**src/rtl/muldiv_seq_if.sv**
```systemverilog
// rtl/muldiv_seq_if.sv - control-unit request/response bundle for the HI/LO multiply/divide sequencer
interface muldiv_seq_if #(
  parameter int WIDTH = 32
) ();
  logic             start;
  logic [2:0]       op;
  logic [WIDTH-1:0] a;
  logic [WIDTH-1:0] b;
  logic             abort;
  logic             busy;
  logic             done;
  logic             div_zero;
  logic [WIDTH-1:0] hi;
  logic [WIDTH-1:0] lo;

  modport master (
    output start, op, a, b, abort,
    input  busy, done, div_zero, hi, lo
  );

  modport slave (
    input  start, op, a, b, abort,
    output busy, done, div_zero, hi, lo
  );
endinterface

```
**src/rtl/muldiv_seq.sv**
```systemverilog
// rtl/muldiv_seq.sv - iterative radix-2 multiply / restoring divide sequencer owning HI/LO
// Works on magnitudes; signs are reapplied in FIX so hi/lo only ever see finished results.
module muldiv_seq #(
  parameter int WIDTH = 32
) (
  input  logic         clk,
  input  logic         reset,
  muldiv_seq_if.slave  bus
);
  localparam int CW = $clog2(WIDTH);

  typedef enum logic [1:0] {IDLE, RUN, FIX} state_t;

  state_t             state;
  logic [WIDTH-1:0]   opb;
  logic [2*WIDTH-1:0] acc;
  logic [CW-1:0]      counter;
  logic               sign_a;
  logic               sign_b;
  logic               is_div;
  logic               is_signed;
  logic               b_zero;

  logic               req_signed;
  logic [WIDTH-1:0]   a_mag;
  logic [WIDTH-1:0]   b_mag;
  logic [WIDTH:0]     mul_sum;
  logic [WIDTH:0]     shl_rem;
  logic [WIDTH-1:0]   sub_rem;
  logic               rem_ge;
  logic [2*WIDTH-1:0] acc_next;
  logic               neg_result;
  logic [2*WIDTH-1:0] prod_fix;
  logic [WIDTH-1:0]   quot_fix;
  logic [WIDTH-1:0]   rem_fix;

  always_comb begin
    req_signed = ~bus.op[0];
    a_mag      = (req_signed && bus.a[WIDTH-1]) ? -bus.a : bus.a;
    b_mag      = (req_signed && bus.b[WIDTH-1]) ? -bus.b : bus.b;

    mul_sum = {1'b0, acc[2*WIDTH-1:WIDTH]} + {1'b0, opb};
    // Remainder after the left shift can need one extra bit; the subtract result never does.
    shl_rem = acc[2*WIDTH-1:WIDTH-1];
    rem_ge  = (shl_rem >= {1'b0, opb});
    sub_rem = shl_rem[WIDTH-1:0] - opb;

    if (is_div) begin
      if (rem_ge) acc_next = {sub_rem, acc[WIDTH-2:0], 1'b1};
      else        acc_next = {shl_rem[WIDTH-1:0], acc[WIDTH-2:0], 1'b0};
    end else if (acc[0]) begin
      acc_next = {mul_sum, acc[WIDTH-1:1]};
    end else begin
      acc_next = {1'b0, acc[2*WIDTH-1:1]};
    end

    neg_result = is_signed && (sign_a ^ sign_b);
    prod_fix   = neg_result ? -acc : acc;
    quot_fix   = neg_result ? -acc[WIDTH-1:0] : acc[WIDTH-1:0];
    rem_fix    = (is_signed && sign_a) ? -acc[2*WIDTH-1:WIDTH] : acc[2*WIDTH-1:WIDTH];
  end

  always_ff @(posedge clk) begin
    if (reset) begin
      state        <= IDLE;
      opb          <= '0;
      acc          <= '0;
      counter      <= '0;
      sign_a       <= 1'b0;
      sign_b       <= 1'b0;
      is_div       <= 1'b0;
      is_signed    <= 1'b0;
      b_zero       <= 1'b0;
      bus.busy     <= 1'b0;
      bus.done     <= 1'b0;
      bus.div_zero <= 1'b0;
      bus.hi       <= '0;
      bus.lo       <= '0;
    end else begin
      bus.done <= 1'b0;
      case (state)
        IDLE: begin
          if (bus.start && !bus.abort) begin
            if (!bus.op[2]) begin
              acc       <= {{WIDTH{1'b0}}, a_mag};
              opb       <= b_mag;
              sign_a    <= bus.a[WIDTH-1];
              sign_b    <= bus.b[WIDTH-1];
              is_signed <= req_signed;
              is_div    <= bus.op[1];
              b_zero    <= (bus.b == '0);
              counter   <= '0;
              bus.busy  <= 1'b1;
              state     <= RUN;
            end else if (bus.op == 3'd4) begin
              bus.hi <= bus.a;
            end else if (bus.op == 3'd5) begin
              bus.lo <= bus.a;
            end
          end
        end
        RUN: begin
          if (bus.abort) begin
            bus.busy <= 1'b0;
            state    <= IDLE;
          end else begin
            acc     <= acc_next;
            counter <= counter + CW'(1);
            if (counter == CW'(WIDTH - 1)) state <= FIX;
          end
        end
        FIX: begin
          bus.busy <= 1'b0;
          state    <= IDLE;
          if (!bus.abort) begin
            bus.done <= 1'b1;
            if (is_div) begin
              if (b_zero) begin
                bus.div_zero <= 1'b1;
              end else begin
                bus.div_zero <= 1'b0;
                bus.hi       <= rem_fix;
                bus.lo       <= quot_fix;
              end
            end else begin
              bus.hi <= prod_fix[2*WIDTH-1:WIDTH];
              bus.lo <= prod_fix[WIDTH-1:0];
            end
          end
        end
        default: begin
          bus.busy <= 1'b0;
          state    <= IDLE;
        end
      endcase
    end
  end
endmodule

```
**src/flat_wrapper.sv**
```systemverilog
// flat-port wrapper written by rule: the top's interface ports become plain ports
module muldiv_seq_flat 
#(
  parameter int WIDTH = 32
)
  (clk, reset, bus_start, bus_op, bus_a, bus_b, bus_abort, bus_busy, bus_done, bus_div_zero, bus_hi, bus_lo);
  muldiv_seq_if #(.WIDTH(WIDTH)) bus_i ();
  input  logic clk;
  input  logic reset;
  input wire logic [$bits(bus_i.start)-1:0] bus_start;
  input wire logic [$bits(bus_i.op)-1:0] bus_op;
  input wire logic [$bits(bus_i.a)-1:0] bus_a;
  input wire logic [$bits(bus_i.b)-1:0] bus_b;
  input wire logic [$bits(bus_i.abort)-1:0] bus_abort;
  output wire logic [$bits(bus_i.busy)-1:0] bus_busy;
  output wire logic [$bits(bus_i.done)-1:0] bus_done;
  output wire logic [$bits(bus_i.div_zero)-1:0] bus_div_zero;
  output wire logic [$bits(bus_i.hi)-1:0] bus_hi;
  output wire logic [$bits(bus_i.lo)-1:0] bus_lo;
  assign bus_i.start = bus_start;
  assign bus_i.op = bus_op;
  assign bus_i.a = bus_a;
  assign bus_i.b = bus_b;
  assign bus_i.abort = bus_abort;
  assign bus_busy = bus_i.busy;
  assign bus_done = bus_i.done;
  assign bus_div_zero = bus_i.div_zero;
  assign bus_hi = bus_i.hi;
  assign bus_lo = bus_i.lo;
  muldiv_seq #(.WIDTH(WIDTH)) u_core (.clk(clk), .reset(reset), .bus(bus_i));
endmodule
```
**config.mk**
```make
export PLATFORM = sky130hd
export DESIGN_NAME = muldiv_seq_flat
export DESIGN_NICKNAME = d
export VERILOG_FILES = /design/src/rtl/muldiv_seq_if.sv /design/src/rtl/muldiv_seq.sv /design/src/flat_wrapper.sv
export SDC_FILE = /design/constraint.sdc
export NUM_CORES = 1
export LEC_CHECK = 0
export ABC_AREA = 1
export ABC_CLOCK_PERIOD_IN_PS = 4700
export CAP_MARGIN = 0
export CORE_MARGIN = 2
export CORE_UTILIZATION = 40
export DETAILED_ROUTE_END_ITERATION = 6
export MAX_ROUTING_LAYER = met4
export SETUP_SLACK_MARGIN = 0.15
export SLEW_MARGIN = 30
export SYNTH_ARGS = -nofsm -noshare
export SYNTH_HDL_FRONTEND = slang
export SYNTH_SLANG_ARGS = --single-unit
```
**constraint.sdc**
```tcl
create_clock -name clk -period 4.7 [get_ports clk]
set_clock_uncertainty 0.2 [all_clocks]
set_input_delay 0.705 -clock clk [delete_from_list [all_inputs] [get_ports clk]]
set_output_delay 0.705 -clock clk [all_outputs]
set_load 0.005 [all_outputs]
```
# Word level (Yosys, flattened, before mapping)
# Index checks and enable logic that the tools add are counted.
classes:
  n_addsub: 8
  n_mux: 42
  magnitude_cmp: 1
  n_reduce_logical: 18
  bitwise_logic: 5
  eq_ne: 16
op_table:
  columns: ["op", "n"]
  rows:
  - ["2-to-1 mux 32 bit", 17]
  - ["2-to-1 mux 64 bit", 7]
  - ["negator 32 bit", 4]
  - ["one-hot mux 32 bit (2 select lines)", 2]
  - ["one-hot mux 64 bit (2 select lines)", 1]
  - ["negator 64 bit", 1]
  - ["adder 32 x 32 -> 33 bit", 1]
  - ["greater-or-equal comparator 33 x 32 -> 1 bit", 1]
  - ["logical NOT 32 bit", 1]
  - ["subtractor 32 bit", 1]
  - ["2-to-1 mux 5 bit", 3]
  - ["!= test 2 bit (second input constant)", 6]
  - ["AND reduction 3 bit", 4]
  - ["one-hot mux 5 bit (2 select lines)", 1]
  - ["2-to-1 mux 2 bit", 4]
  - ["AND reduction 7 bit", 1]
  - ["equality test 3 bit (second input constant)", 2]
  - ["!= test 2 x 1 -> 1 bit (second input constant)", 3]
  - ["AND reduction 6 bit", 1]
  - ["adder 5 x 1 -> 5 bit (second input constant)", 1]
  - ["equality test 5 bit (second input constant)", 1]
  - ["logical AND 1 bit", 5]
  - ["2-to-1 mux 1 bit", 5]
  - ["inverter 1 bit", 4]
  - ["other kinds (12)", 13]
totals:
  wordCells: 104
  ff_bits: 175
  out_inout_bits: 67

# Depth between registers and ports, before layout
# Gate-level depths: netlist (run 1).
depth:
  ltp_word: 7
  ltp_mapped: 18

# Worst setup path before layout (run 1)
# No wires, ideal clock.
synth_timing:
  kind: "flip-flop to flip-flop"
  start: "register u_core.acc[0]"
  end: "register u_core.bus.hi[16]"
  setup_time_ns: 0.070
  synth_period_minus_slack_ns: 2.474
  stages_incl_launch_ff: 15
  slack_ns: 2.226
  t_required_ns: 4.430
  t_arrival_ns: 2.205
  path_cell_list: "dfxtp_1 buf_2 inv_2 clkbuf_1 ha_1 nand4_1 nor2_2 nand3_1 nor2_1 nand2_1 nand2_1 nand2_1 a21oi_1 o21ai_0 a21oi_1"
synth_via:
  elab_chain_len: 5
synth_lines:
  columns: ["element", "line_no", "rtl"]
  rows:
  - ["from (decl)", "muldiv_seq.sv:16", "logic [2*WIDTH-1:0] acc;"]
  - ["from (signal assigned)", "muldiv_seq.sv:85", "acc <= {{WIDTH{1'b0}}, a_mag};"]
  - ["from (signal assigned)", "muldiv_seq.sv:107", "acc <= acc_next;"]
  - ["negator 64 bit", "muldiv_seq.sv:58", "prod_fix = neg_result ? -acc : acc;"]
  - ["2-to-1 mux 64 bit", "muldiv_seq.sv:58", null]
  - ["2-to-1 mux 32 bit", "muldiv_seq.sv:117", "if (is_div) begin"]
  - ["2-to-1 mux 32 bit", "muldiv_seq.sv:115", "if (!bus.abort) begin"]
  - ["one-hot mux 32 bit (2 select lines)", "muldiv_seq.sv:81", "case (state)"]
  - ["to (signal assigned)", "muldiv_seq.sv:96", "bus.hi <= bus.a;"]
  - ["to (signal assigned)", "muldiv_seq.sv:122", "bus.hi <= rem_fix;"]
  - ["to (signal assigned)", "muldiv_seq.sv:126", "bus.hi <= prod_fix[2*WIDTH-1:WIDTH];"]
  - ["to (decl)", "muldiv_seq_if.sv:23", "output busy, done, div_zero, hi, lo"]
# No other way between the ends. The select of a mux whose other input is x is not followed.
# A chain may end at the register's enable or synchronous reset.

# Worst setup path after layout (run 1)
layout_timing:
  start: "register u_core.acc[58]"
  end: "register u_core.acc[56]"
layout_via:
  elab_chain_len: 5
layout_lines:
  columns: ["element", "line_no", "rtl"]
  rows:
  - ["greater-or-equal comparator 33 x 32 -> 1 bit", "muldiv_seq.sv:45", "rem_ge = (shl_rem >= {1'b0, opb});"]
  - ["2-to-1 mux 64 bit", "muldiv_seq.sv:49", "if (rem_ge) acc_next = {sub_rem, acc[WIDTH-2:0], 1'b1};"]
  - ["2-to-1 mux 64 bit", "muldiv_seq.sv:48", "if (is_div) begin"]
  - ["2-to-1 mux 64 bit", "muldiv_seq.sv:103", "if (bus.abort) begin"]
  - ["one-hot mux 64 bit (2 select lines)", "muldiv_seq.sv:81", null]
# No other way between the ends. The select of a mux whose other input is x is not followed.

==> results of run 1 <==
## critical path, cell delays in order, from the launching register on
cell     delay [ns]
dfxtp_1        0.71
ha_1           0.34
nand2_1        0.12
nor2_1         0.22
nand2_1        0.13
nor3_1         0.37
nand2_2        0.24
nand2_1        0.33
nand2_2        0.09
inv_1          0.33
nand2_1        0.09
nand3_1        0.13
a21oi_1        0.09
## layout by cell type (no fill, tap or decap), drive strengths merged, types with 15 or more instances in the layout
cell type      instances
o22ai                 21
o21ai                234
xor2                  15
nand2                885
inv                  459
buf                   55
dfxtp                175
nor3                  26
a21oi                279
nand3b                20
nor2                 356
a31oi                 31
clkdlybuf4s50        136
ha                    70
nand3                319
xnor2                 19
clkbuf                22
nand4                 47
## kinds of logic after synthesis
kind of cell,count (synthesis)
buffers and inverters,564
AOI/OAI and AO/OA,593
DFF,175
xor gates and xnor gates,34
adders and majority gates,72
and+or+nand+nor,1677
## cell type report
type	count	area, µm²
clock buffers	22	494.2
well taps	539	674.4
fillers	4617	22290
repair buffers	191	1784
flip-flops and latches	175	3505
multi-input cells	2376	11440
clock inverters	9	128.9
inverters	460	1727
## worst min-delay path by stage
| stage | start | end |
|---|---|---|
| 2_1_floorplan | u_core.opb[20] | u_core.opb[20] |
| 3_3_place_gp | u_core.counter[2] | u_core.counter[2] |
| 3_5_place_dp | u_core.counter[2] | u_core.counter[2] |
| 4_1_cts | u_core.counter[2] | u_core.counter[2] |
| 5_1_grt | u_core.sign_b | u_core.sign_b |
| 6_report | u_core.bus.div_zero | u_core.bus.div_zero |
## power by group through the flow
| stage | Combinational, W | Clock, W | Sequential [W] |
|---|---|---|---|
| global route | 0.00223 | 0.00163 | 0.00170 |
| floorplan | 0.00125 | 0 | 0.00168 |
| CTS | 0.00199 | 0.00158 | 0.00168 |
| detailed placement | 0.00198 | 0 | 0.00172 |
| finish | 0.00204 | 0.00157 | 0.00169 |
| global placement | 0.00198 | 0 | 0.00172 |
## stage by stage
stage	power (W)	area, µm²
3_3_place_gp	0.003693	19130
5_1_grt	0.005550	19760
4_1_cts	0.005258	19760
6_report	0.005302	19760
3_5_place_dp	0.003701	19130
2_1_floorplan	0.002922	17070
## flip-flops by register name (all words and copies together) (netlist names)
signal	cells
u_core.bus.done	1
u_core.bus.hi	32
u_core.is_div	1
u_core.acc	64
u_core.bus.lo	32
u_core.bus.busy	1
u_core.sign_b	1
u_core.b_zero	1
u_core.state	2
u_core.sign_a	1
u_core.counter	5
u_core.is_signed	1
u_core.bus.div_zero	1
u_core.opb	32
## per-layer routing
layer | wire [µm] | global-route usage, % | share of wire [%]
met1 | 33780 | 45.71 | 41
met2 | 37400 | 61.01 | 46
met3 | 6071 | 6.168 | 7.4
met4 | 4933 | 21.15 | 6.0
met5 | 0 | - | 0
==> results_dict.tcl, run 1 <==
set metrics [dict create \
    status "finished, final reports clean" \
    hold_path.class "reg -> reg" \
    synth_edf_count 0 \
    synth_compound_area_share_pct 18.52 \
    gp_congestion 1.016 \
    drv_cap 0 \
    tns_ns 0 \
    grt_max_degree 98 \
    synth.most_common_cell "nand2_1" \
    tightest_slew_ns 1.022 \
    worst_slack_ns 1.155 \
    initial_utilization_pct 40.61 \
    cts-root-buf "clkbuf_16" \
    switchingPower_w 0.002212 \
    cp.required_ns 4.85 \
    first_pass_iters 6 \
    cts_buffers 17 \
    clock_sinks 175 \
    drv_slew 0 \
    netlist_instances 3115 \
    timing.rr.end "u_core.acc[56]" \
    port_buffers 137 \
    syn_to_final_growth_pct 15.72 \
    synth_area_um2 17070 \
    startpoint "u_core.acc[58]" \
    rows 75 \
    final_cells 3772 \
    async_flop_share_pct 0 \
    synth.avg_cell_area_um2 5.480 \
    rsz0062_at_grt "no" \
    syn_nets 3258 \
    p_int_w 0.003090 \
    finish.utilization_pct 46.99 \
    path_class "reg -> reg" \
    wl_um 82180 \
    hold_viol 0 \
    fin_crit_ns 3.545 \
    synth_fa_ha_area_share_pct 5.365 \
    die_area_um2 44350 \
    antenna-diode-count 0 \
    crit_path_start_kind "flop" \
    hold_depth 2 \
    ys_ff_latch 175 \
    remaining_drc_errors 0 \
    synthSimpleGateAreaFrac_pct 41.29 \
    drive_above_1_share_pct 3.990 \
    slew-limit-headroom_pct 31.83 \
    core_um2 42040 \
    max_freq_ghz 0.2821 \
    synth_warnings 0 \
    finalSetupViolCount 0 \
    clk_latency_ns 0.50 \
    p_leak_nw 9.501 \
    cts-resized-gates 0 \
    chipWidth_um 210.6 \
    antenna_found_initial 0 \
    synth_top_area_cell "dfxtp_1" \
    synthDistinctLibCells 47 \
    crit_fanout 12 \
    post_drt_wl_per_cell_um 21.79 \
    grt-ovfl-total 0 \
    setup.worst_path.end_class "flop" \
    ios 138 \
    postCtsSetupRepairBufs 0 \
    synthTopCellsByArea "dfxtp_1, nand2_1, inv_1, nand3_1, a21oi_1" \
    p_per_area_nw_per_um2 268.4 \
    cp.arrival_ns 3.70 \
    seq_area_frac_synth_pct 20.52 \
    htreeDepth 4 \
    vias 21250 \
    synth_top_family_by_area "simple AND/OR/NAND/NOR gates" \
    synth.area.mux_share_pct 0 \
    dp_hpwl_um 65990 \
    finalNetCount 3364 \
    grt_pass1_vias 20020 \
    postCtsHoldBufs 0 \
    crit-reg2reg-launch "u_core.acc[58]" \
    clk_pin_slew_ns 0.07 \
    vias_per_cell 5.634 \
    ff2ff_path_depth 12 \
    clockBufferDepth 2 \
    ir_drop_mv 0.2096 \
    pwr-share-comb_pct 38.5 \
    period_share_pct 75.44 \
    pwr-share-seq_pct 31.9 \
    power.share.switching_pct 41.71 \
    ys.flop_type "dfxtp_1" \
    synth-xor-area-share_pct 1.744 \
    whs_ns 0.3014 \
    yosys-top-cells-count "nand2_1, inv_1, nor2_1" \
    worstSetupEndpoint "u_core.acc[56]" \
    fp.dieH_um 210.6 \
    reg2reg_slack_ns 1.15 \
    clkPwrFrac_pct 29.6 \
    ant_nets 0 \
    tritoncts "yes" \
    grt_use_total_pct 38.11 \
    yosys.area.top_type_share_pct 20.52 \
    grt_pass1_wl_um 122700 \
    drt_iter0_drc 2212 \
    numPlacedInstances 3741 \
    dp_slack_ns 0.8626 \
]
Power figures use the tool's default switching activity.
==> run 2, diff against run 1 <==
--- a/config.mk
+++ b/config.mk
@@ -6,7 +6,7 @@
 export NUM_CORES = 1
 export LEC_CHECK = 0
 export ABC_AREA = 1
-export ABC_CLOCK_PERIOD_IN_PS = 4700
+export ABC_CLOCK_PERIOD_IN_PS = 3200
 export CAP_MARGIN = 0
 export CORE_MARGIN = 2
 export CORE_UTILIZATION = 40
==> constraint.sdc (replaced) <==
create_clock -name clk -period 3.2 [get_ports clk]
set_clock_uncertainty 0.2 [all_clocks]
set_input_delay 0.48 -clock clk [delete_from_list [all_inputs] [get_ports clk]]
set_output_delay 0.48 -clock clk [all_outputs]
set_load 0.005 [all_outputs]
==> run 2 against run 1 <==
Sequential power is 47% higher. Cell count is 1.6% higher. Critical endpoint is now u_core.acc[44]. Power is 51% higher. Largest power group unchanged. Count of clock-buffer cells in the layout is 4 lower.
==> results_dict.tcl, run 2 (synthesis results as in run 1) <==
set metrics [dict create \
    status "finished, final reports clean" \
    drt_iter0_drc 2195 \
    grt_max_degree 95 \
    final_cell_mix "nand2_1, inv_1, nor2_1" \
    crit-reg2reg-launch "u_core.opb[11]" \
    cts_buffers 17 \
    rows 75 \
    gp_congestion 1.135 \
    hold_viol 0 \
    dp_hpwl_um 67940 \
    tightest_slew_ns 0.9702 \
    first_pass_iters 6 \
    antenna_found_initial 1 \
    drive_above_1_share_pct 5.893 \
    final_cells 3832 \
    clock_sinks 175 \
    remaining_drc_errors 0 \
    htreeDepth 4 \
    cp.required_ns 3.37 \
    grt_use_total_pct 38.69 \
    slew-limit-headroom_pct 35.25 \
    clk_latency_ns 0.52 \
    p_leak_nw 9.829 \
    rsz0062_at_grt "yes" \
    largest_register_ffs 64 \
    finalPower_w 0.007982 \
    reg2reg_slack_ns 0.24 \
    tns_ns 0 \
    fin_crit_ns 2.958 \
    max_freq_ghz 0.3381 \
    port_buffers 137 \
    vias_per_cell 5.655 \
    ff2ff_path_depth 10 \
    hold_depth 2 \
    die_area_um2 44350 \
    post_drt_wl_per_cell_um 21.82 \
    finalSetupViolCount 0 \
    syn_to_final_growth_pct 19.05 \
    hold_end "u_core.bus.busy" \
    crit_path_start_kind "flop" \
    drv_cap 0 \
    drv_slew 0 \
    finalNetCount 3422 \
    grt_pass1_vias 20500 \
    chipWidth_um 210.6 \
    ir_drop_mv 0.3092 \
    vias 21670 \
    min_from "u_core.bus.busy" \
    numPlacedInstances 3798 \
    initial_utilization_pct 40.61 \
    cts-root-buf "clkbuf_16" \
    setup.worst_path.end_class "flop" \
    path_class "reg -> reg" \
    hold_path.class "reg -> reg" \
    cp.arrival_ns 3.13 \
    postCtsSetupRepairBufs 0 \
    timing.rr.end "u_core.acc[44]" \
    ios 138 \
    period_share_pct 92.43 \
    ant_nets 0 \
    core_um2 42040 \
    clk_pin_slew_ns 0.07 \
    startpoint "u_core.opb[11]" \
    crit_fanout 4 \
    clockBufferDepth 2 \
    grt-ovfl-total 0 \
    tritoncts "yes" \
    p_per_area_nw_per_um2 392.7 \
    top_register "u_core.acc" \
    wl_um 83610 \
    whs_ns 0.2938 \
    grt_pass1_wl_um 123900 \
    mostFrequentLayoutCell "nand2_1" \
    fp.dieH_um 210.6 \
]
[run 2: cell types whose count changed in the layout (fill, tap and decap cells not counted), sizes merged]
cell,before,now
clkbuf,22,18
dlygate4sd3,0,1
diode,0,1
inv,459,464
buf,55,112
[run 2: power breakdown]
part           internal (W)  switching [W]  total [W]
clock network       0.00124        0.00110    0.00234
registers           0.00232       0.000159    0.00248
logic               0.00101        0.00215    0.00316
[run 2: worst max-delay path by stage]
stage / end / cells after the start / slack, ns
2_1_floorplan: u_core.bus.hi[16] / 14 / 0.73
3_3_place_gp: u_core.acc[30] / 13 / 0.05
3_5_place_dp: u_core.acc[30] / 13 / 0.08
4_1_cts: u_core.acc[63] / 16 / 0.21
5_1_grt: u_core.acc[62] / 16 / 0.12
6_report: u_core.acc[44] / 10 / 0.24
[run 2: stage by stage]
step	util [%]	instance area (µm²)	worst slack [ns]
final	48.34	20320	0.2422
after CTS	48.30	20300	0.2056
after detailed placement	46.82	19690	0.07716
after global placement	46.82	19690	0.04787
after global routing	48.34	20320	0.1234
after floorplan	-	17070	0.7257
[run 2: layer usage]
layer  vias to the layer above  global-route usage [%]  part of all wire (%)
li1                      10450                       -                     -
met1                     10040                   44.63                    40
met2                       953                   64.40                    47
met3                       236                   5.349                   6.6
met4                         0                   22.49                   6.3
met5                         -                       -                     0
[run 2: what timing repair did]
item / CTS / global route
endpoints found under the setup margin: 0 / 36
resized for setup: 0 / 9
hold endpoints to repair: 1 / 0
hold buffers: 1 / 0
[run 2: worst max-delay path: stages (launching register included)]
cell	delay (ns)
dfxtp_1	0.47
inv_1	0.13
ha_1	0.36
nand2_1	0.14
inv_1	0.05
a21oi_1	0.35
nand3_1	0.33
xnor2_1	0.44
nand2_1	0.18
nand3_1	0.11
a21oi_1	0.06
[run 2: cell type report]
cell class	instances	area (µm²)
inverter	460	1727
multi-input combinational	2376	11450
fill	4626	21720
timing repair buffer	249	2347
clock buffer	18	429.2
sequential	175	3508
antenna	1	2.502
tap	539	674.4
clock inverter	14	180.2
